===== src/rtl/rr_arbiter_ctrl.sv =====
// Round-robin arbiter sharing one resource among N requesters.
// Grants are registered and held until the owner drops its request,
// or until MAX_HOLD consecutive cycles pass while someone else waits.
// Priority rotates to the index after the last owner on every release.
module rr_arbiter_ctrl #(
  parameter  int N        = 4,
  parameter  int MAX_HOLD = 4,
  localparam int IDW      = (N > 1) ? $clog2(N) : 1
) (
  input  logic           clk,
  input  logic           reset_n,
  input  logic [N-1:0]   req,
  output logic [N-1:0]   gnt,
  output logic [IDW-1:0] gnt_id,
  output logic           busy
);

  localparam int HCW = (MAX_HOLD > 2) ? $clog2(MAX_HOLD) : 1;
  localparam logic [HCW-1:0] HOLD_LAST = HCW'((MAX_HOLD > 0) ? (MAX_HOLD - 1) : 0);

  logic [N-1:0]   r_gnt;
  logic [IDW-1:0] r_ptr;
  logic [HCW-1:0] r_hold;

  logic [IDW-1:0] w_owner_id;
  logic [IDW-1:0] w_next_ptr;
  logic [N-1:0]   w_pending;
  logic           w_busy;
  logic           w_owner_req;
  logic           w_timeout;
  logic           w_release;

  // Circular ripple-priority chain starting at ptr: a bit wins when it
  // requests and still holds the carry; the carry only passes idle bits.
  function automatic logic [N-1:0] f_arb(input logic [N-1:0] mask,
                                         input logic [IDW-1:0] ptr);
    logic [N-1:0] g;
    logic         carry;
    int           idx;
    g     = '0;
    carry = 1'b1;
    for (int k = 0; k < N; k++) begin
      idx    = (int'(ptr) + k) % N;
      g[idx] = mask[idx] & carry;
      carry  = carry & ~mask[idx];
    end
    return g;
  endfunction

  // Encode the one-hot grant register into the owner index (0 when idle).
  always_comb begin
    w_owner_id = '0;
    for (int i = 0; i < N; i++) begin
      if (r_gnt[i]) w_owner_id = w_owner_id | IDW'(i);
    end
  end

  assign w_busy      = |r_gnt;
  assign w_pending   = req & ~r_gnt;
  assign w_owner_req = |(req & r_gnt);
  assign w_timeout   = (MAX_HOLD != 0) && (r_hold == HOLD_LAST) && (|w_pending);
  assign w_release   = w_busy && (!w_owner_req || w_timeout);
  assign w_next_ptr  = IDW'((int'(w_owner_id) + 1) % N);

  // Grant register, rotating pointer and hold counter update.
  always_ff @(posedge clk or negedge reset_n) begin
    if (!reset_n) begin
      r_gnt  <= '0;
      r_ptr  <= '0;
      r_hold <= '0;
    end else if (!w_busy) begin
      if (|req) r_gnt <= f_arb(req, r_ptr);
      r_hold <= '0;
    end else if (w_release) begin
      // Back-to-back handover; an empty pending set yields an all-zero grant.
      r_ptr  <= w_next_ptr;
      r_gnt  <= f_arb(w_pending, w_next_ptr);
      r_hold <= '0;
    end else if ((MAX_HOLD != 0) && (|w_pending)) begin
      r_hold <= r_hold + 1'b1;
    end else begin
      r_hold <= '0;
    end
  end

  assign gnt    = r_gnt;
  assign gnt_id = w_owner_id;
  assign busy   = w_busy;

endmodule


===== config.mk =====
export PLATFORM = sky130hd
export DESIGN_NAME = rr_arbiter_ctrl
export DESIGN_NICKNAME = d
export VERILOG_FILES = /design/src/rtl/rr_arbiter_ctrl.sv
export SDC_FILE = /design/constraint.sdc
export NUM_CORES = 1
export LEC_CHECK = 0
export CAP_MARGIN = 20
export CORE_ASPECT_RATIO = 1.25
export CORE_UTILIZATION = 55
export CTS_BUF_LIST = sky130_fd_sc_hd__clkbuf_4 sky130_fd_sc_hd__clkbuf_8
export DETAILED_ROUTE_END_ITERATION = 10
export PLACE_DENSITY = 0.77
export SLEW_MARGIN = 25
export SYNTH_ARGS = -nofsm -noshare
export SYNTH_HDL_FRONTEND = slang
export SYNTH_SLANG_ARGS = --single-unit

===== constraint.sdc =====
create_clock -name clk -period 4.18 [get_ports clk]
set_clock_uncertainty 0.05 [all_clocks]
set_input_delay 0.836 -clock clk [delete_from_list [all_inputs] [get_ports clk]]
set_output_delay 0.836 -clock clk [all_outputs]
set_load 0.05 [all_outputs]

==> results.json, run 1 <==
{
  "cts_tree": "yes",
  "dieArea_sq_mm": 0.00256,
  "area_growth_pct": 11.8,
  "ff_latch_area_sq_um": 200,
  "wire_per_inst_um": 17.6,
  "grt_use_total_pct": 28.5,
  "setup_tns_ns": 0,
  "clk_latency_ns": 0.24,
  "gp_congestion": 0.947,
  "cp-start-kind": "register",
  "criticalPathCategory": "register to primary output",
  "numCtsBuffers": 3,
  "setup_violations": 0,
  "cp_max_fo": 13,
  "clock_path_buffers": 2,
  "synth-xor-area-share_pct": 0,
  "start_util_pct": 58.7,
  "antenna_found_initial": 0,
  "required_ns": 3.29,
  "r2r_setup_slack_ns": 1.37,
  "synth_top_family_by_area": "simple AND/OR/NAND/NOR gates",
  "timing_hold_violations_final": 0,
  "grt_overflow": 0,
  "yosysUniqueCellTypes": 53,
  "arrival_ns": 2.36,
  "dieHeight_um": 56.3,
  "synth.yosys.seq_area_share_pct": 15.4,
  "vias": 1282,
  "viasPerCell": 6.75,
  "cts_sinks": 8,
  "timing.rr.start": "gnt[3]",
  "min_from": "r_hold[0]",
  "root_buffer": "clkbuf_4",
  "synth_nets": 171,
  "hold_depth": 1,
  "reg2reg_to": "gnt[2]",
  "relSlewSlack_pct": 58.7,
  "dr.pass1.iters": 4,
  "synth-seq-cells": 8,
  "finalCritPeriodShare_pct": 77.6,
  "numPortBuffers": 12,
  "dpl.hpwl_um": 2570,
  "async_reset_ff_share_pct": 100,
  "rows": 19,
  "ant_nets": 0,
  "yosys.area_share.adder_pct": 14.5,
  "yosysWarnings": 0,
  "final_cell_mix": "ha_1, nand2_1, nor2_1, clkdlybuf4s50_1, dfrtp_1",
  "rsz0062_at_grt": "no",
  "cts_post_setup_buffers_inserted": 0,
  "hold_end": "r_hold[0]",
  "grt_max_degree": 14,
  "slew_violations": 0,
  "wl_um": 3350,
  "path_clk_slew_ns": 0.05,
  "worstMarginPinSlew_ns": 0.615,
  "hold_buffers": 0,
  "antenna_cells": 0,
  "drc": 0,
  "hold_path_class": "register to register",
  "die_x_um": 45.4,
  "nNetsFinal": 182,
  "r2r_cells": 7,
  "netlist_instances": 150,
  "coreArea_sq_mm": 0.00221,
  "grt_pass1_vias": 1206,
  "cts_resized": 0,
  "multi_input_area_sq_mm": 0.00102,
  "syn_avg_cell_area_sq_um": 8.65,
  "h-tree-depth": 1,
  "drive_gt1_share_pct": 15.7,
  "status": "complete, no violations",
  "yosys.area_share.simple_pct": 30.4,
  "max_freq_mhz": 308,
  "synthMuxAreaShare_pct": 11.3,
  "drt_iter0_drc": 57,
  "post-synth-top-area-cell": "dfrtp_1",
  "maxCapViolations": 0,
  "synthFlopType": "dfrtp_1",
  "worst_setup_path_end_kind": "primary output",
  "synth.area.top_cells": "dfrtp_1, ha_1, mux4_2",
  "yosysTopAreaCellShare_pct": 15.4,
  "grt_pass1_wl_um": 5480,
  "io_pins": 13,
  "syn_area_sq_mm": 0.00130,
  "hold_slack_ns": 0.390,
  "synth_compound_area_share_pct": 22.8,
  "n_fill_cell": 187,
  "min_period_ns": 3.24,
  "final_common_cell": "ha_1",
  "synth_edf_count": 0
}
[cell usage after synthesis, drive strengths merged (2+ instances only)]
cell,count
nand2,14
inv,10
nor2b,7
a2111oi,2
nor2,15
nand2b,5
nand3b,4
a311oi,2
a22oi,5
nor3,4
a21oi,7
nor4,5
ha,15
nand3,4
and3,2
o21ai,4
dfrtp,8
a31oi,3
buf,6
mux4,6
[worst max path at each step]
stage / start / end / slack, ns / depth (start not counted)
6_report: gnt[1] / busy / 0.94 / 3
5_1_grt: gnt[1] / busy / 0.83 / 3
4_1_cts: gnt[1] / busy / 0.96 / 3
3_5_place_dp: req[1] / gnt[0] / 1.00 / 7
3_3_place_gp: req[1] / gnt[0] / 1.07 / 7
2_1_floorplan: gnt[3] / gnt[0] / 1.40 / 7
[per-stage QoR]
step                util (%)  setup WS [ns]  cells  area [sq um]
finish                  65.6          0.936    190          1450
global route            65.6          0.833    190          1450
CTS                     65.6          0.960    190          1450
detailed placement      64.6           1.00    187          1430
global placement        64.6           1.07    187          1430
floorplan                  -           1.40    150          1300
[cell families (layout without fill, tap and decap cells)]
family,count (synthesis),in the layout
and+or+nand+nor,67,67
adders and majority gates,15,15
DFF,8,8
muxes,7,7
AOI/OAI and AO/OA,36,36
buffers and inverters,17,26
[sequential cells by signal (all words and copies together) (netlist names)]
name	count
gnt	4
r_hold	2
r_ptr	2
[worst max-delay path, stage by stage (launching register included)]
cell and delay (ns):
dfrtp_1 0.57, nor4_4 0.68, inv_2 0.14, clkdlybuf4s50_1 0.73
[cell type report]
class                           count  share of cell area [%]
Tap cell                           31                    2.67
Multi-Input combinational cell    125                    70.6
Timing Repair Buffer               13                    8.80
Clock buffer                        3                    1.55
Inverter                           10                    2.59
Sequential cell                     8                    13.8
[per-layer routing]
metal	part of all wire [%]	track usage, %
met1	39	38.8
met3	8.1	3.86
met5	0	0
met2	48	44.3
met4	4.1	11.3
Power of run 1 is not shown: default switching activity piles up to over one toggle a cycle in this logic, so the estimate is an artifact.
==> inputs of run 2 (changes only) <==
CORE_UTILIZATION = 53   (was 55)
PLACE_DENSITY = 0.78   (was 0.77)
clock period = 2.7 ns   (was 4.18 ns; I/O delays follow)
==> results.json, run 2 (same netlist as run 1, synthesis figures left out) <==
{
  "status": "complete, no violations",
  "cts_tree": "yes",
  "coreArea_sq_mm": 0.00226,
  "hold_buffers": 0,
  "rsz0062_at_grt": "no",
  "setup_violations": 0,
  "nNetsFinal": 198,
  "antenna_cells": 0,
  "drive_gt1_share_pct": 25.6,
  "path_clk_slew_ns": 0.06,
  "cts_post_setup_buffers_inserted": 0,
  "max_freq_mhz": 393,
  "use_met2_pct": 55.1,
  "clk_latency_ns": 0.27,
  "grt_pass1_vias": 1311,
  "grt_max_degree": 12,
  "die_x_um": 46.3,
  "finalCritPeriodShare_pct": 94.3,
  "n_fill_cell": 180,
  "wire_per_inst_um": 17.4,
  "cts_resized": 0,
  "worst_setup_path_end_kind": "primary output",
  "critPathSlowestCell": "clkdlybuf4s50_1",
  "numPortBuffers": 12,
  "vias": 1315,
  "drc": 0,
  "start_util_pct": 57.5,
  "relSlewSlack_pct": 64.0,
  "root_buffer": "clkbuf_4",
  "dpl.hpwl_um": 2890,
  "critPathTopFamily": "buffers and inverters",
  "numCtsBuffers": 3,
  "layout_setup_ws_ns": 0.153,
  "slew_violations": 0,
  "gp_congestion": 1.05,
  "largest_register_ffs": 4,
  "antenna_found_initial": 0,
  "grt_use_total_pct": 31.4,
  "min_period_ns": 2.55,
  "ff_latch_area_sq_um": 204,
  "viasPerCell": 6.35,
  "clock_path_buffers": 2,
  "grt_pass1_wl_um": 5890,
  "area_growth_pct": 21.9,
  "worstMarginPinSlew_ns": 0.533,
  "dieHeight_um": 57.3,
  "use_met1_pct": 35.4,
  "crit_chain": "buf_4 -> nor4_4 -> inv_2 -> clkdlybuf4s50_1",
  "maxCapViolations": 0,
  "utilization_pct": 70.0,
  "met3_usage_pct": 3.80,
  "grt-busiest-layer": "met2",
  "criticalPathCategory": "register to primary output",
  "setup_tns_ns": 0,
  "hold_path_class": "register to register",
  "final_cell_mix": "buf_4, ha_1, nand2_1",
  "dr.pass1.iters": 4,
  "arrival_ns": 1.96,
  "drt_iter0_drc": 64,
  "cp.buffers_inverters": 3,
  "io_pins": 13,
  "cp-start-kind": "register",
  "ant_nets": 0,
  "pre_cts_ws_ns": -0.0146,
  "dieArea_sq_mm": 0.00265,
  "slowest_delay_ns": 0.71,
  "rows": 19,
  "multi_input_area_sq_mm": 0.00102,
  "cts_sinks": 8,
  "timing_hold_violations_final": 0,
  "final_common_cell": "buf_4",
  "required_ns": 2.11,
  "cp_max_fo": 9,
  "wl_um": 3600,
  "grt_overflow": 0,
  "h-tree-depth": 1
}
run 2: cell types whose count changed in the layout (fill, tap and decap cells not counted):
cell | previous run | this run
dfrtp_2 | 0 | 3
buf_4 | 1 | 17
clkbuf_4 | 3 | 4
dfrtp_1 | 8 | 5
run 2: worst paths after layout:
check,startpoint,to,slack [ns],cells after the start
worst min register to register,r_hold[0],r_hold[0],0.40,1
worst max register to register,gnt[1],gnt[0],0.29,6
worst min-delay path,r_hold[0],r_hold[0],0.40,1
worst max-delay path,gnt[3],busy,0.15,4
min in group asynchronous,reset_n,r_hold[1],0.50,1
max in group asynchronous,reset_n,gnt[3],1.80,1
run 2: final cells by class:
class / instances / area share (%)
Inverter: 10 / 2.37
Multi-Input combinational cell: 125 / 64.7
Sequential cell: 8 / 12.9
Tap cell: 31 / 2.45
Timing Repair Buffer: 29 / 15.7
Clock buffer: 4 / 1.90
run 2: per-stage QoR:
stage | instance area [sq um] | hold WS [ns] | std cells
6_report | 1580 | 0.403 | 207
5_1_grt | 1580 | 0.405 | 207
4_1_cts | 1580 | 0.399 | 207
3_5_place_dp | 1550 | 0.391 | 203
3_3_place_gp | 1550 | 0.370 | 203
2_1_floorplan | 1300 | 0.194 | 150
run 2: worst reg2reg max path, cell delays in order (launching register included):
cell       delay [ns]
dfrtp_2          0.45
nor2_1           0.09
ha_1             0.41
mux4_2           0.60
nor2b_4          0.17
a2111oi_4        0.35
a311oi_2         0.15
run 2: routing by layer:
layer	vias up	share of wire (%)	wire length (um)
met5	-	0	0
met4	0	3.7	133
met3	15	3.8	136
met2	51	53	1930
met1	628	39	1410
li1	621	-	-
Power of run 2 is left out for the same reason.
